$ cat src/rtl/mux_pkg.sv
// Shared definitions for the registered scanning multiplexer.
//   state_e     : controller state encoding (IDLE / MANUAL / SCAN)
//   MODE_MANUAL : mode input value selecting the external channel select
//   MODE_SCAN   : mode input value selecting the internal scan pointer
package mux_pkg;

    typedef enum logic [1:0] {
        IDLE   = 2'd0,
        MANUAL = 2'd1,
        SCAN   = 2'd2
    } state_e;

    localparam logic MODE_MANUAL = 1'b0;
    localparam logic MODE_SCAN   = 1'b1;

endpackage : mux_pkg

$ cat src/rtl/mux_dwell_ctr.sv
// Dwell counter for the scan pointer: counts enabled scan cycles spent on the
// current channel and flags when the pointer should move on.
//   clk       in   rising-edge clock
//   rst_n     in   asynchronous active-low reset
//   en_i      in   count this cycle (steady-state scan, enabled)
//   clear_i   in   restart counting from zero (scan entry)
//   dwell_i   in   cycles per channel minus one
//   advance_o out  pointer should advance on this edge
module mux_dwell_ctr #(
    parameter int DWELL_W = 4
) (
    input  logic               clk,
    input  logic               rst_n,
    input  logic               en_i,
    input  logic               clear_i,
    input  logic [DWELL_W-1:0] dwell_i,
    output logic               advance_o
);

    logic [DWELL_W-1:0] cnt_q;
    logic [DWELL_W-1:0] cnt_d;
    logic               at_limit_s;

    // ">=" rather than "==" so lowering dwell below the running count
    // advances at once instead of counting all the way round.
    assign at_limit_s = (cnt_q >= dwell_i);
    assign advance_o  = en_i & ~clear_i & at_limit_s;

    // Next-count selection: clear wins, then count/restart, else hold.
    always_comb begin
        cnt_d = cnt_q;
        if (clear_i) begin
            cnt_d = '0;
        end else if (en_i) begin
            if (at_limit_s) begin
                cnt_d = '0;
            end else begin
                cnt_d = cnt_q + {{(DWELL_W-1){1'b0}}, 1'b1};
            end
        end else begin
            cnt_d = cnt_q;
        end
    end

    // Count register.
    always_ff @(posedge clk or negedge rst_n) begin
        if (!rst_n) begin
            cnt_q <= '0;
        end else begin
            cnt_q <= cnt_d;
        end
    end

endmodule : mux_dwell_ctr

$ cat src/rtl/mux_scan_reg.sv
// Registered N-to-1 multiplexer with manual select and auto-scan modes.
//   clk       in   rising-edge clock
//   rst_n     in   asynchronous active-low reset
//   a         in   packed channel data, channel i = a[i*W +: W]
//   en        in   enable; 0 freezes state and data outputs
//   mode      in   0 = manual select, 1 = scan through all channels
//   sel       in   manual channel select
//   dwell     in   scan cycles per channel minus one
//   out       out  registered selected data
//   out_sel   out  channel index that produced out
//   out_valid out  out/out_sel were refreshed on the last edge
//   sel_err   out  manual select was out of range
//   wrap      out  scan pointer wrapped from the last channel to 0
module mux_scan_reg
    import mux_pkg::*;
#(
    parameter int N_CH    = 8,
    parameter int W       = 1,
    parameter int SEL_W   = $clog2(N_CH),
    parameter int DWELL_W = 4
) (
    input  logic              clk,
    input  logic              rst_n,
    input  logic [N_CH*W-1:0] a,
    input  logic              en,
    input  logic              mode,
    input  logic [SEL_W-1:0]  sel,
    input  logic [DWELL_W-1:0] dwell,
    output logic [W-1:0]      out,
    output logic [SEL_W-1:0]  out_sel,
    output logic              out_valid,
    output logic              sel_err,
    output logic              wrap
);

    localparam logic [SEL_W-1:0] LAST_CH  = SEL_W'(N_CH - 1);
    localparam logic [SEL_W:0]   N_CH_EXT = (SEL_W+1)'(N_CH);

    state_e             state_q, state_d;
    logic [SEL_W-1:0]   ptr_q, ptr_d;
    logic [W-1:0]       out_q, out_d;
    logic [SEL_W-1:0]   out_sel_q, out_sel_d;
    logic               out_valid_q, out_valid_d;
    logic               sel_err_q, sel_err_d;
    logic               wrap_q, wrap_d;

    logic [W-1:0]       man_data_s;
    logic [W-1:0]       scan_data_s;
    logic               sel_oor_s;
    logic               scan_entry_s;
    logic               scan_step_s;
    logic               advance_s;

    // Compare with one extra bit so N_CH itself is representable.
    assign sel_oor_s    = ({1'b0, sel} >= N_CH_EXT);
    // Entering scan from anywhere else always restarts at channel 0.
    assign scan_entry_s = en && (mode == MODE_SCAN) && (state_q != SCAN);
    assign scan_step_s  = en && (mode == MODE_SCAN) && (state_q == SCAN);

    mux_dwell_ctr #(
        .DWELL_W (DWELL_W)
    ) u_dwell (
        .clk       (clk),
        .rst_n     (rst_n),
        .en_i      (scan_step_s),
        .clear_i   (scan_entry_s),
        .dwell_i   (dwell),
        .advance_o (advance_s)
    );

    // Channel muxes; only indices below N_CH can ever contribute.
    always_comb begin
        man_data_s  = '0;
        scan_data_s = '0;
        for (int i = 0; i < N_CH; i++) begin
            man_data_s  = man_data_s  | ({W{sel   == SEL_W'(i)}} & a[i*W +: W]);
            scan_data_s = scan_data_s | ({W{ptr_q == SEL_W'(i)}} & a[i*W +: W]);
        end
    end

    // Next state: disable dominates, otherwise mode picks the state.
    always_comb begin
        state_d = state_q;
        if (!en) begin
            state_d = IDLE;
        end else if (mode == MODE_SCAN) begin
            state_d = SCAN;
        end else begin
            state_d = MANUAL;
        end
    end

    // Datapath next values; decided from the inputs of this edge so the new
    // mode's first sample lands on the same edge as the state change.
    always_comb begin
        out_d       = out_q;
        out_sel_d   = out_sel_q;
        out_valid_d = 1'b0;
        sel_err_d   = sel_err_q;
        wrap_d      = 1'b0;
        ptr_d       = ptr_q;
        if (!en) begin
            out_valid_d = 1'b0;
        end else if (mode == MODE_MANUAL) begin
            out_sel_d   = sel;
            out_valid_d = 1'b1;
            if (sel_oor_s) begin
                out_d     = '0;
                sel_err_d = 1'b1;
            end else begin
                out_d     = man_data_s;
                sel_err_d = 1'b0;
            end
        end else if (scan_entry_s) begin
            ptr_d       = '0;
            out_d       = a[W-1:0];
            out_sel_d   = '0;
            out_valid_d = 1'b1;
            sel_err_d   = 1'b0;
        end else begin
            out_d       = scan_data_s;
            out_sel_d   = ptr_q;
            out_valid_d = 1'b1;
            sel_err_d   = 1'b0;
            if (advance_s) begin
                if (ptr_q == LAST_CH) begin
                    ptr_d  = '0;
                    wrap_d = 1'b1;
                end else begin
                    ptr_d  = ptr_q + SEL_W'(1);
                end
            end else begin
                ptr_d = ptr_q;
            end
        end
    end

    // State, pointer and output registers.
    always_ff @(posedge clk or negedge rst_n) begin
        if (!rst_n) begin
            state_q     <= IDLE;
            ptr_q       <= '0;
            out_q       <= '0;
            out_sel_q   <= '0;
            out_valid_q <= 1'b0;
            sel_err_q   <= 1'b0;
            wrap_q      <= 1'b0;
        end else begin
            state_q     <= state_d;
            ptr_q       <= ptr_d;
            out_q       <= out_d;
            out_sel_q   <= out_sel_d;
            out_valid_q <= out_valid_d;
            sel_err_q   <= sel_err_d;
            wrap_q      <= wrap_d;
        end
    end

    assign out       = out_q;
    assign out_sel   = out_sel_q;
    assign out_valid = out_valid_q;
    assign sel_err   = sel_err_q;
    assign wrap      = wrap_q;

endmodule : mux_scan_reg

$ cat config.mk
export PLATFORM = sky130hd
export DESIGN_NAME = mux_scan_reg
export DESIGN_NICKNAME = d
export VERILOG_FILES = /design/src/rtl/mux_pkg.sv /design/src/rtl/mux_dwell_ctr.sv /design/src/rtl/mux_scan_reg.sv
export SDC_FILE = /design/constraint.sdc
export NUM_CORES = 1
export LEC_CHECK = 0
export BUFFER_PORTS_ARGS = -buffer_cell sky130_fd_sc_hd__buf_2
export CAP_MARGIN = 20
export CELL_PAD_IN_SITES_DETAIL_PLACEMENT = 2
export CELL_PAD_IN_SITES_GLOBAL_PLACEMENT = 2
export CORE_UTILIZATION = 32
export CTS_CLUSTER_SIZE = 8
export DETAILED_ROUTE_END_ITERATION = 16
export PLACE_DENSITY_LB_ADDON = 0.1
export SYNTH_ARGS = -nofsm -noshare
export SYNTH_HDL_FRONTEND = slang
export SYNTH_SLANG_ARGS = --single-unit
$ cat constraint.sdc
create_clock -name clk -period 2.6 [get_ports clk]
set_clock_uncertainty 0.05 [all_clocks]
set_input_delay 0.65 -clock clk [delete_from_list [all_inputs] [get_ports clk]]
set_output_delay 0.65 -clock clk [all_outputs]
set_load 0.02 [all_outputs]
# [After elaboration in Yosys (flattened, before gate mapping)]
# Index checks and enable logic that the tools add are counted.
[op_classes] bitwise_logic=33 eq_ne=16 n_reduce_logical=8 mux=18 magnitude_cmp=1 n_addsub=2
[ops] operator="3-bit equality test (second input constant)" n=8
[ops] operator="1-bit bitwise AND" n=18
[ops] operator="3-bit 2-to-1 mux" n=5
[ops] operator="1-bit bitwise OR" n=14
[ops] operator="3-bit by 2-bit equality test with 1-bit output (second input constant)" n=4
[ops] operator="4-bit 2-to-1 mux" n=3
[ops] operator="1-bit 2-to-1 mux" n=8
[ops] operator="3-bit by 1-bit equality test with 1-bit output (second input constant)" n=2
[ops] operator="3-bit logical NOT" n=2
[ops] operator="4-bit by 1-bit adder with 4-bit output (second input constant)" n=1
[ops] operator="4-bit >= comparator" n=1
[ops] operator="2-bit 2-to-1 mux" n=2
[ops] operator="2-bit nonzero test" n=2
[ops] operator="3-bit by 1-bit adder with 3-bit output (second input constant)" n=1
[ops] operator="1-bit logical AND" n=3
[ops] operator="3-bit AND reduction" n=1
[ops] operator="2-bit equality test (second input constant)" n=1
[ops] operator="2-bit inequality test (second input constant)" n=1
[ops] operator="1-bit inverter" n=1
[word_totals] wordCells=85 reg_bits=15 input_bits=19

# [Depth between registers and ports, before layout]
# Gate-level depths: netlist of run 1.
[logic_depth] ltp_word=11 ltp_mapped=6 depth_no_buf=6

# [By module]
# From an unflattened synthesis of run 1, not the netlist that was laid out.
[hier_totals] hier_cells=96 area_unflattened_um2=993.5
[modules_own_cells] module="mux_scan_reg" cells_per_inst=61 area_each_um2=650.6 instances=1 seq_area_each_um2=275.3
[modules_own_cells] module="mux_dwell_ctr" cells_per_inst=35 area_each_um2=342.8 instances=1 seq_area_each_um2=100.1

# [Worst setup path before layout of run 1]
# Ideal clock, no wire load.
[synth_timing] kind="in2reg" start="in dwell[0]" end="reg u_dwell.cnt_q[2]" cell_stages=5 path_buffers=0 arrival_time_ns=1.900 setup_slack_ns=0.546 cell_sequence="ha_1 -> nand2b_4 -> a2111oi_4 -> o21ai_1 -> o311ai_1"
[synth_via] elab_chain_cells=4
[synth_rtl] item="from (decl)" line="mux_scan_reg.sv:28" text="input logic [DWELL_W-1:0] dwell,"
[synth_rtl] item="4-bit >= comparator" line="mux_dwell_ctr.sv:26" text="assign at_limit_s = (cnt_q >= dwell_i);"
[synth_rtl] item="4-bit 2-to-1 mux" line="mux_dwell_ctr.sv:35" text="if (at_limit_s) begin"
[synth_rtl] item="4-bit 2-to-1 mux" line="mux_dwell_ctr.sv:34" text="end else if (en_i) begin"
[synth_rtl] item="4-bit 2-to-1 mux" line="mux_dwell_ctr.sv:32" text="if (clear_i) begin"
[synth_rtl] item="to (signal assigned)" line="mux_dwell_ctr.sv:50" text="cnt_q <= cnt_d;"
[synth_rtl] item="to (decl)" line="mux_dwell_ctr.sv:20" text="logic [DWELL_W-1:0] cnt_q;"
# Every way passes these cells. The select of a mux whose other input is x is not followed.
# A chain may end at the register's enable or synchronous reset.

# [Worst setup path in the final report of run 1]
[layout_timing] start="reg u_dwell.cnt_q[0]" end="reg u_dwell.cnt_q[2]"
[layout_via] elab_chain_cells=4 elab_cells_between_ends=5 classes_between="add/sub (1); order compare (1); mux (3)"
[layout_rtl] item="4-bit by 1-bit adder with 4-bit output / 4-bit >= comparator (equally long branches)" line="mux_dwell_ctr.sv:38, mux_dwell_ctr.sv:26"
[layout_rtl] item="4-bit 2-to-1 mux *" line="mux_dwell_ctr.sv:35"
[layout_rtl] item="4-bit 2-to-1 mux *" line="mux_dwell_ctr.sv:34"
[layout_rtl] item="4-bit 2-to-1 mux *" line="mux_dwell_ctr.sv:32"
# Mark *: on every way between the ends. The rest lies on a longest branch, timed or not. The select of a mux whose other input is x is not followed.

==> results of run 1 <==
cells by family after synthesis:
| family | after synthesis | share of synthesized area [%] |
|---|---|---|
| other cells | 1 | 0.375 |
| flops | 15 | 37.5 |
| compound gates | 24 | 19.9 |
| mux | 3 | 6.37 |
| simple gates | 29 | 15.9 |
| xor+xnor | 1 | 0.875 |
| buf+inv | 13 | 5.37 |
| fa+ha+maj | 11 | 13.7 |
layer usage:
metal / wire length, um / global-route usage [%]
met3: 95 / 4.69
met5: 0 / 0
met1: 1200 / 21.5
met2: 1440 / 33.7
met4: 0 / 1.02
critical path, cell delays in order, from the launching register on:
cell and delay (ps):
sky130_fd_sc_hd__dfrtp_1 440, sky130_fd_sc_hd__inv_1 80, sky130_fd_sc_hd__ha_1 280, sky130_fd_sc_hd__nand2b_4 150, sky130_fd_sc_hd__a2111oi_4 540, sky130_fd_sc_hd__o21ai_1 210, sky130_fd_sc_hd__o311ai_1 250
cell usage in the layout, fill, tap and decap left out, drive strengths merged, types with 2 or more instances in the layout:
master  instances
or4             2
ha             11
o21ai           2
a31oi           3
nor2b           5
a32o            2
a21oi           3
dfrtp          15
mux4            2
inv            10
nand2           9
nor2            6
buf            25
and3            2
clkbuf          3
a222oi          2
o211ai          4
sequential cells by signal, indices dropped and copies added (netlist names):
register,count
u_dwell.cnt_q,4
out_sel,3
ptr_q,3
state_q,2
out,1
out_valid,1
wrap,1
power breakdown:
part           switching [mW]  leakage [nW]  internal, mW
combinational          0.0752         0.364        0.0582
sequential             0.0150         0.196         0.248
clock                  0.0814        0.0177        0.0572
total                   0.172         0.577         0.364
final timing paths:
check                           cells after the start          endpoint        startpoint
worst max register to register                      6  u_dwell.cnt_q[2]  u_dwell.cnt_q[0]
worst max-delay path                                6  u_dwell.cnt_q[2]  u_dwell.cnt_q[0]
max in group asynchronous                           1          ptr_q[0]             rst_n
min in group clk                                    2        out_sel[1]        out_sel[1]
worst min register to register                      2        out_sel[1]        out_sel[1]
worst min-delay path                                1         out_valid             rst_n
final cells by class:
type	count	area (um2)
Multi-Input combinational cell	69	572
Tap cell	31	38.8
Clock inverter	1	5.00
Timing Repair Buffer	25	128
Sequential cell	15	375
Clock buffer	3	22.5
Fill cell	321	1670
Inverter	10	37.5
through the flow:
stage | hold slack, ps | setup slack [ps] | instances | cell area [um2]
after global placement | 447 | 314 | 150 | 1150
after global routing | 215 | 341 | 154 | 1180
after floorplan | 304 | 546 | 97 | 1000
after CTS | 206 | 443 | 154 | 1180
after detailed placement | 472 | 244 | 150 | 1150
final | 198 | 495 | 154 | 1180
==> results.md, run 1 <==
• **kind of critical path** reg2reg
• **drt first-iter violations** 37
• **number of synthesized register bits** 15
• **Avg Inst Size Synth** 10.3 um2
• **area of the die** 0.00336 mm2
• **Die Ht** 57.9 um
• **number of enable flip-flop cells after synthesis** 0
• **post-route core utilization** 41.3%
• **total length of routed wires** 2730 um
• **antenna diode instance count** 0
• **Post-CTS Resized** 0
• **Hold/Removal Path Class** in2async
• **kind of end point of the critical path** flop
• **total negative slack** 0 ps
• **Area Growth Syn to Fin** 17.7%
• **run status** finished with violations
• **top post-synthesis cells by area** sky130_fd_sc_hd__dfrtp_1 38%, sky130_fd_sc_hd__ha_1 14%, sky130_fd_sc_hd__mux4_1 5.3%, sky130_fd_sc_hd__inv_1 3.4%, sky130_fd_sc_hd__nor2b_1 3.1%
• **violated checks** DRC
• **crit path time final** 2110 ps
• **post-synthesis cell area** 0.00100 mm2
• **via count of the first global-routing pass** 871
• **Die Width** 57.9 um
• **share of the cycle needed by the critical path after routing** 81.0%
• **count of boundary I/O pins** 26
• **proportion of register bits with asynchronous set or reset after synthesis** 100%
• **WP data required** 2740 ps
• **Yosys warning count** 0
• **net count of the finished layout** 154
• **first drt pass iteration count** 10
• **clock root buffer master** sky130_fd_sc_hd__clkbuf_4
• **number of nets with antenna violations after detailed routing** 0
• **sequential area share after synthesis** 37.5%
• **final RePlAce weighted congestion** 0.740
• **via total after detailed routing** 859
• **post-route DRC violation count** 3
• **final routed wire length divided by cell count** 17.7 um
• **buffer count from post-CTS setup fixing** 0
• **all-layer global routing usage** 18.0%
• **synthesized netlist cell count** 97
• **total power draw** 0.535 mW
• **critical path data arrival time** 2240 ps
• **maximum resistive drop on vdd** 0.379 mV
• **initial core utilization** 35.1%
• **top-area cell type share of the netlist area** 37.5%
• **H-tree depth** 1
• **IO Port Bufs** 24
• **RSZ-0062 raised after global routing** false
• **Leak Pwr** 0.577 nW
• **kind of start point of the critical path** flop
• **highest clock frequency the design can meet** 475 MHz
• **ratio of cells with drive above 1 in the final layout** 27.6%
• **library cell occupying the most area in the post-synthesis netlist** sky130_fd_sc_hd__dfrtp_1
• **clock sink total** 15
• **total number of placement rows** 19
• **max-cap violation count** 0
• **Core Box Area** 0.00285 mm2
• **CTS tree** yes
• **pin count of the biggest net entering global routing** 16
• **residual overflow from global routing** 0
• **vias per inst** 5.58
• **predominant post-synthesis flop cell** sky130_fd_sc_hd__dfrtp_1
• **number of nets produced by synthesis** 127
• **maximum fanout count along the critical path** 8
• **clock latency of the later-clocked register in the worst-skew pair** 290 ps
• **most instantiated library cell after synthesis** sky130_fd_sc_hd__dfrtp_1
• **number of different library cells in the post-synthesis netlist** 37
• **initial antenna violation count** 0
• **synth cell count leaders** 15 x sky130_fd_sc_hd__dfrtp_1, 11 x sky130_fd_sc_hd__ha_1, 9 x sky130_fd_sc_hd__inv_1
• **clock tree buffer depth** 2
• **Cell Pwr Density** 454 mW/mm2
• **Inserted Clock Buffers** 3
• **Max Slew Vio Count** 0
• **hold violation count in the final report** 0
• **HPWL after detailed placement** 2180 um
• **worst reg-to-reg setup slack** 490 ps
• **cts hold-fix bufs** 0
• **wire length of the first global-routing pass** 4460 um
• **clock transition at the registers of the reported paths** 100 ps
• **Final Setup Violations** 0
(Power assumes the default switching activity.)
==> run 2: changes to the inputs <==
--- a/config.mk
+++ b/config.mk
@@ -9,7 +9,7 @@
 export CAP_MARGIN = 20
 export CELL_PAD_IN_SITES_DETAIL_PLACEMENT = 2
 export CELL_PAD_IN_SITES_GLOBAL_PLACEMENT = 2
-export CORE_UTILIZATION = 32
+export CORE_UTILIZATION = 28
 export CTS_CLUSTER_SIZE = 8
 export DETAILED_ROUTE_END_ITERATION = 16
 export PLACE_DENSITY_LB_ADDON = 0.1
==> constraint.sdc (replaced) <==
create_clock -name clk -period 1.89 [get_ports clk]
set_clock_uncertainty 0.05 [all_clocks]
set_input_delay 0.4725 -clock clk [delete_from_list [all_inputs] [get_ports clk]]
set_output_delay 0.4725 -clock clk [all_outputs]
set_load 0.02 [all_outputs]
==> results.md, run 2 (synthesized netlist as in run 1, its figures left out) <==
• **kind of start point of the critical path** flop
• **drt first-iter violations** 17, -54%
• **initial core utilization** 29.5%, -5.6 points
• **maximum fanout count along the critical path** 5, -3
• **Core Box Area** 0.00339 mm2, +19%
• **clock sink total** 15, unchanged
• **number of flip-flops in the largest register** 4, unchanged
• **first drt pass iteration count** 4, -6
• **cts hold-fix bufs** 0, unchanged
• **r2r endpoint** ptr_q[1]
• **maximum resistive drop on vdd** 0.279 mV, -26%
• **final routed wire length divided by cell count** 14.8 um, -16%
• **power share of the combinational group** 26.9%, +2.0 points
• **H-tree depth** 1, unchanged
• **Inserted Clock Buffers** 3, unchanged
• **kind of end point of the critical path** flop
• **count of boundary I/O pins** 26, unchanged
• **number of nets with antenna violations after detailed routing** 0, unchanged
• **initial antenna violation count** 0, unchanged
• **clock tree buffer depth** 2, unchanged
• **total power draw** 0.754 mW, +41%
• **vias per inst** 4.94, -11%
• **Max Slew Vio Count** 0, unchanged
• **share of the cycle needed by the critical path after routing** 94.6%, +14 points
• **via total after detailed routing** 875, +1.9%
• **highest signal layer in the routed design** met4
• **pin count of the biggest net entering global routing** 16, unchanged
• **hold violation count in the final report** 0, unchanged
• **Worst path slowest cell** sky130_fd_sc_hd__a2111oi_4
• **post-route insts no fill** 177, +15%
• **Die Width** 61.8 um, +6.7%
• **Seq pwr share** 47.9%, -1.3 points
• **Cell Pwr Density** 595 mW/mm2, +31%
• **area of the die** 0.00382 mm2, +14%
• **Most flops, register** u_dwell.cnt_q
• **switching pwr** 0.238 mW, +39%
• **kind of critical path** reg2reg
• **dpl cells** 172, +15%
• **clock transition at the registers of the reported paths** 100 ps, about the same
• **post-route DRC violation count** 0, -3
• **area post-placement** 0.00122 mm2, +6.2%
• **worst-path cell chain** inv_1 > ha_1 > nand2b_4 > a2111oi_4 > buf_4 > or4_4 > o211ai_1
• **clock root buffer master** sky130_fd_sc_hd__clkbuf_4
• **wire length of the first global-routing pass** 4250 um, -4.8%
• **proportion of power drawn by the clock network** 25.2%, -0.7 points
• **depth of the most critical reg-to-reg path** 7, +1
• **amount of wire on met2 after detailed routing** 1300 um, -9.8%
• **Hold/Removal Path Class** in2async
• **crit path time final** 1790 ps, -317 ps
• **WP data required** 2000 ps, -740 ps
• **worst reg2reg startpoint** u_dwell.cnt_q[0]
• **IO Port Bufs** 24, unchanged
• **CTS tree** yes
• **HPWL after detailed placement** 2200 um, +0.92%
• **total length of routed wires** 2630 um, -3.7%
• **post-route core utilization** 37.4%, -4.0 points
• **Area Growth Syn to Fin** 26.5%
• **commonest non-fill, non-tap cell in the layout** sky130_fd_sc_hd__buf_2
• **Die Ht** 61.8 um, +6.7%
• **smallest hold slack** 23.7 ps, -174 ps
• **antenna diode instance count** 0, unchanged
• **routed wl met3** 103 um, +8.4%
• **delay of the slowest cell on the worst path** 390 ps, -150 ps
• **highest clock frequency the design can meet** 559 MHz, +18%
• **critical path data arrival time** 1900 ps, -340 ps
• **net count of the finished layout** 162, +5.2%
• **clock latency of the later-clocked register in the worst-skew pair** 290 ps, about the same
• **internal power summed over all cells** 0.516 mW, +42%
• **highest-count cells in the layout ignoring fill and taps** 24 x sky130_fd_sc_hd__buf_2, 14 x sky130_fd_sc_hd__dfrtp_1, 11 x sky130_fd_sc_hd__ha_1
• **worst reg-to-reg setup slack** 100 ps, -390 ps
• **post-layout instance area** 0.00127 mm2, +7.4%
• **all-layer global routing usage** 15.8%, -2.2 points
• **switching part of the total power** 31.6%, -0.44 points
• **residual overflow from global routing** 0, unchanged
• **Final Setup Violations** 0, unchanged
• **RSZ-0062 raised after global routing** true
• **total number of placement rows** 21, +2
• **final RePlAce weighted congestion** 0.768, +3.9%
• **routed length on met1** 1200 um, +0.59%
• **run status** finished clean
• **max-cap violation count** 0, unchanged
• **ratio of cells with drive above 1 in the final layout** 34.4%, +6.7 points
• **Leak Pwr** 0.618 nW, +7.0%
• **via count of the first global-routing pass** 948, +8.8%
==> run 2: how the worst max path moves through the flow <==
| stage | start | to | slack [ps] | cells past startpoint |
|---|---|---|---|---|
| floorplan | dwell[0] | u_dwell.cnt_q[2] | 10 | 5 |
| global placement | dwell[0] | u_dwell.cnt_q[2] | -80 | 6 |
| detailed placement | dwell[0] | u_dwell.cnt_q[2] | -130 | 6 |
| CTS | u_dwell.cnt_q[0] | u_dwell.cnt_q[2] | 30 | 6 |
| global route | u_dwell.cnt_q[0] | ptr_q[1] | -10 | 7 |
| finish | u_dwell.cnt_q[0] | ptr_q[1] | 100 | 7 |
==> run 2: layer usage <==
layer  global-route usage, %  up-vias
li1                        -      424
met3                    4.76        2
met4                    4.13        0
met1                    19.4      432
met2                    26.9       17
met5                       0        -
==> run 2: timing repair <==
| action | 4_1_cts | 5_1_grt |
|---|---|---|
| endpoints found under the setup margin | 0 | 6 |
| resized for setup | 0 | 3 |
| buffers inserted | 0 | 1 |
==> run 2: cell type report <==
class,instances,area [um2]
Tap cell,46,57.6
Inverter,10,37.5
Multi-Input combinational cell,69,579
Fill cell,382,2120
Clock buffer,3,22.5
Clock inverter,1,5.00
Sequential cell,15,377
Timing Repair Buffer,33,188
==> run 2: power by group through the flow <==
stage	logic [mW]	registers, mW	clock network [mW]
global route	0.227	0.365	0.214
global placement	0.196	0.366	0
finish	0.203	0.361	0.190
detailed placement	0.202	0.367	0
floorplan	0.103	0.376	0
CTS	0.202	0.362	0.198
==> run 2: critical path, delay by kind of cell (launching register included) <==
family | cells | cell delay [ps]
compound gates | 2 | 460
flops | 1 | 370
buf+inv | 2 | 260
fa+ha+maj | 1 | 260
simple gates | 2 | 260
==> run 2: through the flow <==
stage               TNS (ps)  setup WS, ps
global route           -13.9         -10.7
floorplan                  0          13.8
CTS                        0          32.8
finish                     0           101
detailed placement      -603          -131
global placement        -371         -83.3
==> run 3: changes to the inputs <==
--- a/config.mk
+++ b/config.mk
@@ -5,6 +5,7 @@
 export SDC_FILE = /design/constraint.sdc
 export NUM_CORES = 1
 export LEC_CHECK = 0
+export ABC_CLOCK_PERIOD_IN_PS = 1600
 export BUFFER_PORTS_ARGS = -buffer_cell sky130_fd_sc_hd__buf_2
 export CAP_MARGIN = 20
 export CELL_PAD_IN_SITES_DETAIL_PLACEMENT = 2
@@ -12,6 +13,7 @@
 export CORE_UTILIZATION = 28
 export CTS_CLUSTER_SIZE = 8
 export DETAILED_ROUTE_END_ITERATION = 16
+export GPL_TIMING_DRIVEN = 0
 export PLACE_DENSITY_LB_ADDON = 0.1
 export SYNTH_ARGS = -nofsm -noshare
 export SYNTH_HDL_FRONTEND = slang
==> constraint.sdc (replaced) <==
create_clock -name clk -period 1.6 [get_ports clk]
set_clock_uncertainty 0.05 [all_clocks]
set_input_delay 0.4 -clock clk [delete_from_list [all_inputs] [get_ports clk]]
set_output_delay 0.4 -clock clk [all_outputs]
set_load 0.02 [all_outputs]
==> results.md, run 3 (synthesized netlist as in run 1, its figures left out) <==
• **clock root buffer master** sky130_fd_sc_hd__clkbuf_4
• **area post-placement** 0.00117 mm2, -3.9%
• **smallest hold slack** 171 ps, +147 ps
• **max-cap violation count** 0, unchanged
• **clock tree buffer depth** 2, unchanged
• **Filler cells** 372, -2.6%
• **initial core utilization** 29.5%, unchanged
• **worst-path cell chain** ha_1 > a2111oi_4 > buf_4 > or4_1 > o211ai_1
• **area of the die** 0.00382 mm2, unchanged
• **share of the cycle needed by the critical path after routing** 112%, +17 points
• **residual overflow from global routing** 0, unchanged
• **vias per inst** 4.96, +0.35%
• **ratio of cells with drive above 1 in the final layout** 39.1%, +4.7 points
• **Die Width** 61.8 um, unchanged
• **critical path data arrival time** 1910 ps, about the same
• **count of boundary I/O pins** 26, unchanged
• **H-tree depth** 1, unchanged
• **post-route DRC violation count** 0, unchanged
• **crit path time final** 1790 ps, -2.35 ps
• **pin count of the biggest net entering global routing** 16, unchanged
• **Inserted Clock Buffers** 3, unchanged
• **Max Slew Vio Count** 0, unchanged
• **wire length of the first global-routing pass** 4210 um, -0.96%
• **total number of placement rows** 21, unchanged
• **Cell Pwr Density** 718 mW/mm2, +21%
• **kind of start point of the critical path** flop
• **hold violation count in the final report** 0, unchanged
• **total length of routed wires** 2740 um, +4.1%
• **first drt pass iteration count** 5, +1
• **violated checks** setup timing
• **via total after detailed routing** 888, +1.5%
• **post-layout instance area** 0.00128 mm2, +0.99%
• **number of stages on the worst hold path** 1
• **Leak Pwr** 0.613 nW, -0.71%
• **run status** finished with violations
• **highest-count cells in the layout ignoring fill and taps** 25 x sky130_fd_sc_hd__buf_2, 13 x sky130_fd_sc_hd__dfrtp_1, 9 x sky130_fd_sc_hd__ha_1
• **number of flip-flops in the largest register** 4, unchanged
• **drt first-iter violations** 49, +32
• **WP data required** 1720 ps, -280 ps
• **Most flops, register** u_dwell.cnt_q
• **Final Setup Violations** 9, +9
• **maximum fanout count along the critical path** 5, unchanged
• **antenna diode instance count** 0, unchanged
• **RSZ-0062 raised after global routing** true
• **total negative slack** -1300 ps, -1300 ps
• **number of nets with antenna violations after detailed routing** 0, unchanged
• **final routed wire length divided by cell count** 15.3 um, +2.9%
• **highest clock frequency the design can meet** 560 MHz, +0.13%
• **final RePlAce weighted congestion** 0.717, -6.7%
• **delay of the slowest cell on the worst path** 460 ps, +70 ps
• **maximum resistive drop on vdd** 0.451 mV, +61%
• **via count of the first global-routing pass** 943, -0.53%
• **IO Port Bufs** 24, unchanged
• **total power draw** 0.918 mW, +22%
• **clock sink total** 15, unchanged
• **kind of end point of the critical path** flop
• **Hold/Removal Path Class** in2reg
• **setup slack after layout** -186 ps, -288 ps
• **post-route insts no fill** 179, +1.1%
• **clock latency of the later-clocked register in the worst-skew pair** 290 ps, about the same
• **commonest non-fill, non-tap cell in the layout** sky130_fd_sc_hd__buf_2
• **clock transition at the registers of the reported paths** 110 ps, about the same
• **Worst path slowest cell** sky130_fd_sc_hd__a2111oi_4
• **net count of the finished layout** 164, +1.2%
• **Core Box Area** 0.00339 mm2, unchanged
• **dpl cells** 167, -2.9%
• **initial antenna violation count** 0, unchanged
• **all-layer global routing usage** 15.6%, -0.16 points
• **kind of critical path** reg2reg
• **CTS tree** yes
• **Area Growth Syn to Fin** 27.8%
• **Die Ht** 61.8 um, unchanged
• **HPWL after detailed placement** 2130 um, -3.1%
• **depth of the most critical reg-to-reg path** 5, -2
-- run 3: cell count changes in the layout (fill, tap and decap cells not counted), sizes merged --
cell / change
dlygate4sd3: +1
clkbuf: +1
-- run 3: path summary, 6_finish.rpt --
| path | from | endpoint | slack (ps) |
|---|---|---|---|
| worst max-delay path | u_dwell.cnt_q[1] | ptr_q[1] | -190 |
| worst min-delay path | en | out_valid | 170 |
| worst max register to register | u_dwell.cnt_q[1] | ptr_q[1] | -190 |
| worst min register to register | out_sel[1] | out_sel[1] | 490 |
| max in group asynchronous | rst_n | ptr_q[0] | 710 |
| min in group asynchronous | rst_n | ptr_q[2] | 500 |
-- run 3: through the flow --
stage / setup slack (ps) / utilization (%)
6_report: -186 / 37.7
5_1_grt: -261 / 37.7
4_1_cts: -238 / 36.6
3_5_place_dp: -440 / 34.7
3_3_place_gp: -447 / 34.7
2_1_floorplan: -138 / -
-- run 3: area by class of cell --
class                      instances  area (um2)  area share (%)
multi-input combinational         69         579            45.3
tap                               46        57.6            4.50
buffer                             3        16.3            1.27
clock buffer                       3        22.5            1.76
sequential                        15         378            29.5
inverter                          10        37.5            2.94
clock inverter                     1        5.00           0.391
timing repair buffer              32         183            14.3
-- run 3: where the power goes --
group	switching, mW	total, mW	internal [mW]
Sequential	0.0210	0.426	0.405
Combinational	0.133	0.257	0.124
Clock	0.141	0.234	0.0929
-- run 3: per-layer routing --
metal  global-route usage (%)  vias up  wire [um]
met2                     28.9       19       1450
li1                         -      426          -
met5                        0        -          0
met1                     18.0      441       1180
met3                     3.73        2         86
met4                     3.81        0         24
-- run 3: critical path, delay by kind of cell, from the launching register on --
kind | cells | cell delay (ps)
adders and majority gates | 1 | 330
buffers and inverters | 1 | 210
AOI/OAI and AO/OA | 2 | 540
DFF | 1 | 440
and+or+nand+nor | 1 | 100
-- run 3: repair_timing --
action / 4_1_cts / 5_1_grt
endpoints found under the setup margin: 9 / 9
hold endpoints to repair: 15 / 0
setup buffers: 3 / 4
pin swaps: 6 / 8
resized for setup: 2 / 7
hold buffers: 1 / 0
